**config.mk**
```make
export PLATFORM = sky130hd
export DESIGN_NAME = nubus_master_flat
export DESIGN_NICKNAME = d
export VERILOG_FILES = /design/src/rtl/nubus_master_if.sv /design/src/rtl/nubus_master.sv /design/src/flat_wrapper.sv
export SDC_FILE = /design/constraint.sdc
export NUM_CORES = 1
export LEC_CHECK = 0
export ABC_AREA = 1
export CORE_AREA = 4 4 143 90
export DETAILED_ROUTE_END_ITERATION = 12
export DIE_AREA = 0 0 147 94
export PLACE_DENSITY = 0.86
export SYNTH_ARGS = -nofsm -noshare
export SYNTH_HDL_FRONTEND = slang
export SYNTH_SLANG_ARGS = --single-unit
```
**constraint.sdc**
```tcl
create_clock -name clk -period 4.4 [get_ports clk]
set_clock_uncertainty 0.1 [all_clocks]
set_input_delay 1.1 -clock clk [delete_from_list [all_inputs] [get_ports clk]]
set_output_delay 1.1 -clock clk [all_outputs]
set_load 0.005 [all_outputs]
```
**src/rtl/nubus_master_if.sv**
```systemverilog
// NuBus master signal bundle: local request port plus NuBus sample/drive lines.
// The master modport is the controller's view; slave is the card/bench side.
interface nubus_master_if;
    logic [3:0]  nub_idn;
    logic        cpu_valid;
    logic [31:0] cpu_addr;
    logic [31:0] cpu_wdata;
    logic [3:0]  cpu_write;
    logic        cpu_ready;
    logic [31:0] cpu_rdata;
    logic        cpu_err;
    logic        nub_startn_i;
    logic        nub_ackn_i;
    logic        nub_tm1n_i;
    logic        nub_tm0n_i;
    logic [31:0] nub_adn_i;
    logic [3:0]  nub_arbn_i;
    logic        nub_startn_o;
    logic        nub_tm1n_o;
    logic        nub_tm0n_o;
    logic        nub_ctl_oe;
    logic [31:0] nub_adn_o;
    logic        nub_ad_oe;
    logic        nub_rqstn_o;
    logic [3:0]  nub_arbn_o;
    logic        master_o;

    modport master (
        input  nub_idn, cpu_valid, cpu_addr, cpu_wdata, cpu_write,
        input  nub_startn_i, nub_ackn_i, nub_tm1n_i, nub_tm0n_i,
        input  nub_adn_i, nub_arbn_i,
        output cpu_ready, cpu_rdata, cpu_err,
        output nub_startn_o, nub_tm1n_o, nub_tm0n_o, nub_ctl_oe,
        output nub_adn_o, nub_ad_oe, nub_rqstn_o, nub_arbn_o, master_o
    );

    modport slave (
        output nub_idn, cpu_valid, cpu_addr, cpu_wdata, cpu_write,
        output nub_startn_i, nub_ackn_i, nub_tm1n_i, nub_tm0n_i,
        output nub_adn_i, nub_arbn_i,
        input  cpu_ready, cpu_rdata, cpu_err,
        input  nub_startn_o, nub_tm1n_o, nub_tm0n_o, nub_ctl_oe,
        input  nub_adn_o, nub_ad_oe, nub_rqstn_o, nub_arbn_o, master_o
    );
endinterface

```
**src/rtl/nubus_master.sv**
```systemverilog
// NuBus master: arbitrate, START/address, data, ACK status with try-again retry.
// Define NUBUS_MASTER_TIMEOUT_EN to abort the data phase after TIMEOUT_CYCLES.
module nubus_master #(
    parameter int RETRY_MAX  = 3,
    parameter int ARB_CYCLES = 2
`ifdef NUBUS_MASTER_TIMEOUT_EN
    , parameter int TIMEOUT_CYCLES = 255
`endif
) (
    input  logic clk,
    input  logic reset,
    nubus_master_if.master bus
);
    localparam int AW = (ARB_CYCLES > 1) ? $clog2(ARB_CYCLES) : 1;
    localparam int RW = (RETRY_MAX > 0) ? $clog2(RETRY_MAX + 1) : 1;

    typedef enum logic [1:0] {S_IDLE, S_ARB, S_START, S_DATA} state_t;

    state_t          state, state_n;
    logic [31:0]     addr_q, wdata_q, rdata_q;
    logic            rd_q, tm1n_q, tm0n_q;
    logic [AW-1:0]   arb_cnt;
    logic [RW-1:0]   retry_q;
    logic            lost_q, busy_q, ready_q, err_q;

    logic            enc_ok, enc_tm1n, enc_tm0n;
    logic [1:0]      enc_lo;
    logic            ack, settled, won, tmo_hit;
    logic [1:0]      stat;
    logic [3:0]      arb_drv;
    logic            accept, bad, done, fail, retry;

    assign ack     = ~bus.nub_ackn_i;
    assign stat    = {~bus.nub_tm1n_i, ~bus.nub_tm0n_i};
    assign settled = (arb_cnt == AW'(ARB_CYCLES - 1));
    assign won     = (bus.nub_arbn_i == bus.nub_idn) && !busy_q;

    always_comb begin
        enc_ok   = 1'b1;
        enc_lo   = 2'b00;
        enc_tm1n = 1'b0;
        enc_tm0n = 1'b1;
        case (bus.cpu_write)
            4'b1111: enc_lo = 2'b00;
            4'b1100: enc_lo = 2'b11;
            4'b0011: enc_lo = 2'b01;
            4'b0001: begin enc_lo = 2'b00; enc_tm0n = 1'b0; end
            4'b0010: begin enc_lo = 2'b01; enc_tm0n = 1'b0; end
            4'b0100: begin enc_lo = 2'b10; enc_tm0n = 1'b0; end
            4'b1000: begin enc_lo = 2'b11; enc_tm0n = 1'b0; end
            4'b0000: enc_tm1n = 1'b1;
            default: enc_ok = 1'b0;
        endcase
    end

    // A lower ARB bit competes only while every higher bit still matches our ID.
    always_comb begin
        arb_drv[3] = bus.nub_idn[3];
        arb_drv[2] = (bus.nub_arbn_i[3] == bus.nub_idn[3]) ? bus.nub_idn[2] : 1'b1;
        arb_drv[1] = (bus.nub_arbn_i[3:2] == bus.nub_idn[3:2]) ? bus.nub_idn[1] : 1'b1;
        arb_drv[0] = (bus.nub_arbn_i[3:1] == bus.nub_idn[3:1]) ? bus.nub_idn[0] : 1'b1;
    end

    always_ff @(posedge clk or posedge reset) begin
        if (reset) state <= S_IDLE;
        else       state <= state_n;
    end

    always_comb begin
        state_n          = state;
        accept           = 1'b0;
        bad              = 1'b0;
        done             = 1'b0;
        fail             = 1'b0;
        retry            = 1'b0;
        bus.nub_startn_o = 1'b1;
        bus.nub_tm1n_o   = 1'b1;
        bus.nub_tm0n_o   = 1'b1;
        bus.nub_ctl_oe   = 1'b0;
        bus.nub_adn_o    = '1;
        bus.nub_ad_oe    = 1'b0;
        bus.nub_rqstn_o  = 1'b1;
        bus.nub_arbn_o   = 4'hF;
        bus.master_o     = 1'b0;
        unique case (state)
            S_IDLE: begin
                if (bus.cpu_valid && !ready_q) begin
                    accept = 1'b1;
                    if (enc_ok) state_n = S_ARB;
                    else        bad     = 1'b1;
                end
            end
            S_ARB: begin
                bus.nub_rqstn_o = 1'b0;
                bus.nub_arbn_o  = arb_drv;
                if (!lost_q && settled && won) state_n = S_START;
            end
            S_START: begin
                bus.nub_startn_o = 1'b0;
                bus.nub_tm1n_o   = tm1n_q;
                bus.nub_tm0n_o   = tm0n_q;
                bus.nub_ctl_oe   = 1'b1;
                bus.nub_adn_o    = ~addr_q;
                bus.nub_ad_oe    = 1'b1;
                bus.master_o     = 1'b1;
                state_n          = S_DATA;
            end
            S_DATA: begin
                bus.master_o  = 1'b1;
                bus.nub_ad_oe = ~rd_q;
                bus.nub_adn_o = rd_q ? '1 : ~wdata_q;
                if (ack) begin
                    unique case (stat)
                        2'b00: done = 1'b1;
                        2'b11: begin
                            if (retry_q == RW'(RETRY_MAX)) begin
                                done = 1'b1;
                                fail = 1'b1;
                            end else begin
                                retry   = 1'b1;
                                state_n = S_ARB;
                            end
                        end
                        default: begin
                            done = 1'b1;
                            fail = 1'b1;
                        end
                    endcase
                end else if (tmo_hit) begin
                    done = 1'b1;
                    fail = 1'b1;
                end
                if (done) state_n = S_IDLE;
            end
            default: state_n = S_IDLE;
        endcase
    end

    always_ff @(posedge clk or posedge reset) begin
        if (reset) begin
            ready_q <= 1'b0;
            err_q   <= 1'b0;
            rdata_q <= '0;
            addr_q  <= '0;
            wdata_q <= '0;
            rd_q    <= 1'b0;
            tm1n_q  <= 1'b1;
            tm0n_q  <= 1'b1;
            arb_cnt <= '0;
            lost_q  <= 1'b0;
            retry_q <= '0;
            busy_q  <= 1'b0;
        end else begin
            ready_q <= done | bad;
            err_q   <= fail | bad;
            if (done && !fail && rd_q) rdata_q <= ~bus.nub_adn_i;
            if (accept) begin
                addr_q  <= {bus.cpu_addr[31:2], enc_lo};
                wdata_q <= bus.cpu_wdata;
                rd_q    <= (bus.cpu_write == 4'b0000);
                tm1n_q  <= enc_tm1n;
                tm0n_q  <= enc_tm0n;
            end
            // After a lost round, hold off until the current owner's ACK.
            if (state == S_ARB) begin
                if (lost_q) begin
                    if (ack) begin
                        lost_q  <= 1'b0;
                        arb_cnt <= '0;
                    end
                end else if (settled) begin
                    if (!won) begin
                        lost_q  <= 1'b1;
                        arb_cnt <= '0;
                    end
                end else begin
                    arb_cnt <= arb_cnt + 1'b1;
                end
            end else begin
                lost_q  <= 1'b0;
                arb_cnt <= '0;
            end
            if (done)       retry_q <= '0;
            else if (retry) retry_q <= retry_q + 1'b1;
            if (ack || tmo_hit)          busy_q <= 1'b0;
            else if (!bus.nub_startn_i)  busy_q <= 1'b1;
        end
    end

`ifdef NUBUS_MASTER_TIMEOUT_EN
    localparam int TW = ($clog2(TIMEOUT_CYCLES + 1) > 8) ? $clog2(TIMEOUT_CYCLES + 1) : 8;
    logic [TW-1:0] tmo_q;

    // Counts from the START cycle so the abort lands TIMEOUT_CYCLES after it.
    assign tmo_hit = (state == S_DATA) && !ack && (tmo_q == TW'(TIMEOUT_CYCLES - 1));

    always_ff @(posedge clk or posedge reset) begin
        if (reset)                                     tmo_q <= '0;
        else if (state == S_START || state == S_DATA)  tmo_q <= tmo_q + 1'b1;
        else                                           tmo_q <= '0;
    end
`else
    assign tmo_hit = 1'b0;
`endif

    assign bus.cpu_ready = ready_q;
    assign bus.cpu_err   = err_q;
    assign bus.cpu_rdata = rdata_q;
endmodule

```
**src/flat_wrapper.sv**
```systemverilog
// flat-port wrapper written by rule: the top's interface ports become plain ports
module nubus_master_flat 
#(
    parameter int RETRY_MAX  = 3,
    parameter int ARB_CYCLES = 2

)
  (clk, reset, bus_nub_idn, bus_cpu_valid, bus_cpu_addr, bus_cpu_wdata, bus_cpu_write, bus_nub_startn_i, bus_nub_ackn_i, bus_nub_tm1n_i, bus_nub_tm0n_i, bus_nub_adn_i, bus_nub_arbn_i, bus_cpu_ready, bus_cpu_rdata, bus_cpu_err, bus_nub_startn_o, bus_nub_tm1n_o, bus_nub_tm0n_o, bus_nub_ctl_oe, bus_nub_adn_o, bus_nub_ad_oe, bus_nub_rqstn_o, bus_nub_arbn_o, bus_master_o);
  nubus_master_if bus_i ();
  input  logic clk;
  input  logic reset;
  input wire logic [$bits(bus_i.nub_idn)-1:0] bus_nub_idn;
  input wire logic [$bits(bus_i.cpu_valid)-1:0] bus_cpu_valid;
  input wire logic [$bits(bus_i.cpu_addr)-1:0] bus_cpu_addr;
  input wire logic [$bits(bus_i.cpu_wdata)-1:0] bus_cpu_wdata;
  input wire logic [$bits(bus_i.cpu_write)-1:0] bus_cpu_write;
  input wire logic [$bits(bus_i.nub_startn_i)-1:0] bus_nub_startn_i;
  input wire logic [$bits(bus_i.nub_ackn_i)-1:0] bus_nub_ackn_i;
  input wire logic [$bits(bus_i.nub_tm1n_i)-1:0] bus_nub_tm1n_i;
  input wire logic [$bits(bus_i.nub_tm0n_i)-1:0] bus_nub_tm0n_i;
  input wire logic [$bits(bus_i.nub_adn_i)-1:0] bus_nub_adn_i;
  input wire logic [$bits(bus_i.nub_arbn_i)-1:0] bus_nub_arbn_i;
  output wire logic [$bits(bus_i.cpu_ready)-1:0] bus_cpu_ready;
  output wire logic [$bits(bus_i.cpu_rdata)-1:0] bus_cpu_rdata;
  output wire logic [$bits(bus_i.cpu_err)-1:0] bus_cpu_err;
  output wire logic [$bits(bus_i.nub_startn_o)-1:0] bus_nub_startn_o;
  output wire logic [$bits(bus_i.nub_tm1n_o)-1:0] bus_nub_tm1n_o;
  output wire logic [$bits(bus_i.nub_tm0n_o)-1:0] bus_nub_tm0n_o;
  output wire logic [$bits(bus_i.nub_ctl_oe)-1:0] bus_nub_ctl_oe;
  output wire logic [$bits(bus_i.nub_adn_o)-1:0] bus_nub_adn_o;
  output wire logic [$bits(bus_i.nub_ad_oe)-1:0] bus_nub_ad_oe;
  output wire logic [$bits(bus_i.nub_rqstn_o)-1:0] bus_nub_rqstn_o;
  output wire logic [$bits(bus_i.nub_arbn_o)-1:0] bus_nub_arbn_o;
  output wire logic [$bits(bus_i.master_o)-1:0] bus_master_o;
  assign bus_i.nub_idn = bus_nub_idn;
  assign bus_i.cpu_valid = bus_cpu_valid;
  assign bus_i.cpu_addr = bus_cpu_addr;
  assign bus_i.cpu_wdata = bus_cpu_wdata;
  assign bus_i.cpu_write = bus_cpu_write;
  assign bus_i.nub_startn_i = bus_nub_startn_i;
  assign bus_i.nub_ackn_i = bus_nub_ackn_i;
  assign bus_i.nub_tm1n_i = bus_nub_tm1n_i;
  assign bus_i.nub_tm0n_i = bus_nub_tm0n_i;
  assign bus_i.nub_adn_i = bus_nub_adn_i;
  assign bus_i.nub_arbn_i = bus_nub_arbn_i;
  assign bus_cpu_ready = bus_i.cpu_ready;
  assign bus_cpu_rdata = bus_i.cpu_rdata;
  assign bus_cpu_err = bus_i.cpu_err;
  assign bus_nub_startn_o = bus_i.nub_startn_o;
  assign bus_nub_tm1n_o = bus_i.nub_tm1n_o;
  assign bus_nub_tm0n_o = bus_i.nub_tm0n_o;
  assign bus_nub_ctl_oe = bus_i.nub_ctl_oe;
  assign bus_nub_adn_o = bus_i.nub_adn_o;
  assign bus_nub_ad_oe = bus_i.nub_ad_oe;
  assign bus_nub_rqstn_o = bus_i.nub_rqstn_o;
  assign bus_nub_arbn_o = bus_i.nub_arbn_o;
  assign bus_master_o = bus_i.master_o;
  nubus_master #(.RETRY_MAX(RETRY_MAX), .ARB_CYCLES(ARB_CYCLES)) u_core (.clk(clk), .reset(reset), .bus(bus_i));
endmodule
```
==> results.cfg <==
[clock_tree]
clockBufferDepth = 2
clock_sinks = 108
numCtsBuffers = 9
cts_root_buffer = clkbuf_16
cts_resized = 0
post_cts_buffers = 0
tritoncts = done
cts_hold_buf = 0
clk_pin_slew_ns = 0.07
worstSkewPairLatency_ns = 0.34
cts_max_level = 3

[power]
p_switching_mw = 1.621
p_sw_share_pct = 35.55
intPower_mw = 2.938
powerDensity_nw_per_um2 = 626.6
comb_power_share_pct = 46.5
vdd_ir_drop_max_v = 0.0003375
seq_power_share_pct = 35.6
p_leak_nw = 3.316
clkPwrFrac_pct = 17.9
totalPowerFinal_mw = 4.558

[critical_path]
required_ns = 3.20
worstPathCellList = inv_1 -> ha_1 -> clkinv_1 -> nand2_1 -> buf_4 -> o211ai_1 -> clkdlybuf4s50_1
arrival_ns = 2.57
cp-end-kind = output pin
start_kind = flip-flop
cp_slowest_stage_delay_ns = 0.52
criticalPathCategory = reg2out
slowest_stage = clkdlybuf4s50_1
crit_start = u_core.state[0]
cp_max_fo = 29
r2r_start = u_core.rd_q

[timing]
min_period_over_period_pct = 85.73
min_period_ns = 3.772
drv_slew = 0
rsz0062_at_grt = false
tns_ns = 0
fmax_ghz = 0.2651
finalSetupViolations = 0
tightest_slew_ns = 1.244
hold_violations = 0
slew_headroom_pct = 17.07

[cells_and_area]
fillers = 961
multi_input_area_um2 = 1871
ff_latch_area_um2 = 2705
area_delta_synth_final_pct = 45.71
final_nets = 869
drive_gt1_share_pct = 8.101
insertedDiodeCount = 0

[die]
rows = 31
dieArea_um2 = 13820
initial_core_util_pct = 42.76
pin_count = 192
die_y_um = 94
chipWidth_um = 147
fp.coreArea_um2 = 11670

[synth]
synth_area_um2 = 4992
seq_area_frac_synth_pct = 54.19
synth_nets = 695
yosysWarnings = 0
synthCells = 575
synth_cell_type_count = 23
syn_avg_cell_area_um2 = 8.682
synth-seq-cells = 108

[place]
place_hpwl_um = 10020
routabilityCongestion = 0.8314
port_buffers = 189

[grt]
grt-ovfl-total = 0
grt_pass1_vias = 4711
antenna_found_initial = 0
grt_pass1_wl_um = 22940
use_met1_pct = 27.59
grt-busiest-layer = met2
grt_usage_pct = 20.77
met2_usage_pct = 32.94
grtUsageMet3_pct = 7.040
grt_max_degree = 65

[detailed_routing]
ant_nets = 0
drtIter0Drc = 269
dr_total_vias = 4575
drcViolationCount = 0
wl_um = 14060
first_pass_iters = 5
routedWlPerCell_um = 15.31
avgViaCountPerCell = 4.984

[job]
maxCapViolations = 0

[min_path]
holdCritStartpoint = u_core.addr_q[9]
hold_class = reg2reg

[run_status]
outcome = completed
==> cells in the mapped netlist <==
library cell	count	share of area, %
a21oi_1	5	0.50
clkinv_1	1	0.075
nor2_1	9	0.68
o21ai_0	71	7.1
dfstp_2	2	1.1
nand4_4	1	0.43
nand4_1	1	0.13
buf_6	6	1.4
ha_1	5	1.3
nand2_1	202	15
inv_1	59	4.4
clkbuf_1	12	0.90
nand3_1	12	1.2
mux2_2	1	0.23
inv_2	2	0.15
buf_4	1	0.15
buf_1	1	0.075
nor3_1	1	0.10
buf_2	12	1.2
dfrtp_1	106	53
nor2_4	1	0.23
o21ai_2	32	5.6
o211ai_1	32	4.8
==> final cells by class <==
type                            count  area share, %
Tap cell                          165          2.838
Timing Repair Buffer              195          26.97
Sequential cell                   108          37.19
Inverter                           62          3.234
Clock buffer                        9          3.096
Clock inverter                      6         0.9632
Multi-Input combinational cell    373          25.71
==> flip-flops by register name, indices dropped and copies added, names as in the netlist, 2 cells and up <==
| register | flops |
|---|---|
| u_core.addr_q | 32 |
| u_core.bus.cpu_rdata | 32 |
| u_core.wdata_q | 32 |
| u_core.retry_q | 2 |
| u_core.state | 2 |
==> final timing paths <==
check / end / depth (start not counted) / slack (ns)
worst max register to register: u_core.bus.cpu_rdata[6] / 3 / 1.46
worst min register to register: u_core.addr_q[9] / 2 / 0.38
min in group asynchronous: u_core.bus.cpu_rdata[25] / 2 / 1.08
worst min-delay path: u_core.addr_q[9] / 2 / 0.38
worst max-delay path: bus_nub_adn_o[14] / 7 / 0.63
max in group asynchronous: u_core.bus.cpu_rdata[18] / 3 / 2.35
==> power groups by stage <==
stage	logic, mW	clock network [mW]	registers [mW]
floorplan	1.02	0	1.58
global route	2.37	0.873	1.67
finish	2.12	0.814	1.62
CTS	2.15	0.835	1.62
detailed placement	2.13	0	1.64
global placement	2.06	0	1.61
==> cells in the final DEF (no fill, tap or decap) <==
cell type        instances
buf_12                   2
nor2_4                   1
nand2_1                202
inv_1                   58
mux2_2                   1
nor3_1                   1
o211ai_1                32
nor2_1                   9
inv_4                    1
clkdlybuf4s50_1        189
nand3_1                 12
clkbuf_16                9
dfrtp_1                106
o21ai_2                 32
nand4_4                  1
a21oi_1                  5
ha_1                     5
o21ai_0                 71
nand4_1                  1
inv_6                    4
dfstp_2                  2
bufinv_16                1
clkinv_1                 1
inv_2                    2
buf_4                    4
clkinv_2                 1
==> logic make-up after synthesis <==
group	after synthesis	share of synthesized area, %
muxes	1	0.2255
DFF	108	54.19
adders and majority gates	5	1.253
buffers and inverters	94	8.346
AOI/OAI and AO/OA	140	18.05
and+or+nand+nor	227	17.94
==> worst max-delay path, delay by kind of cell, from the launching register on <==
kind | cells | cell delay [ns]
and+or+nand+nor | 1 | 0.21
AOI/OAI and AO/OA | 1 | 0.16
buffers and inverters | 4 | 1.15
adders and majority gates | 1 | 0.26
DFF | 1 | 0.44
==> per-stage QoR <==
stage / worst slack [ns] / hold WS [ns] / utilization, % / area [µm²] / std cells
after floorplan: 0.3577 / 0.3492 / - / 4992 / 575
after global placement: 0.6531 / 0.3624 / 59.78 / 6979 / 903
after detailed placement: 0.6305 / 0.3661 / 59.78 / 6979 / 903
after CTS: 0.6229 / 0.3850 / 62.31 / 7274 / 918
after global routing: 0.4381 / 0.3982 / 62.31 / 7274 / 918
final: 0.6280 / 0.3818 / 62.31 / 7274 / 918
==> layer usage <==
layer / share of wire [%] / vias to the layer above
met3: 8.8 / 14
met2: 46 / 205
met1: 45 / 2163
met5: 0 / -
li1: - / 2193
met4: 0.73 / 0
Power figures use the tool's default switching activity.
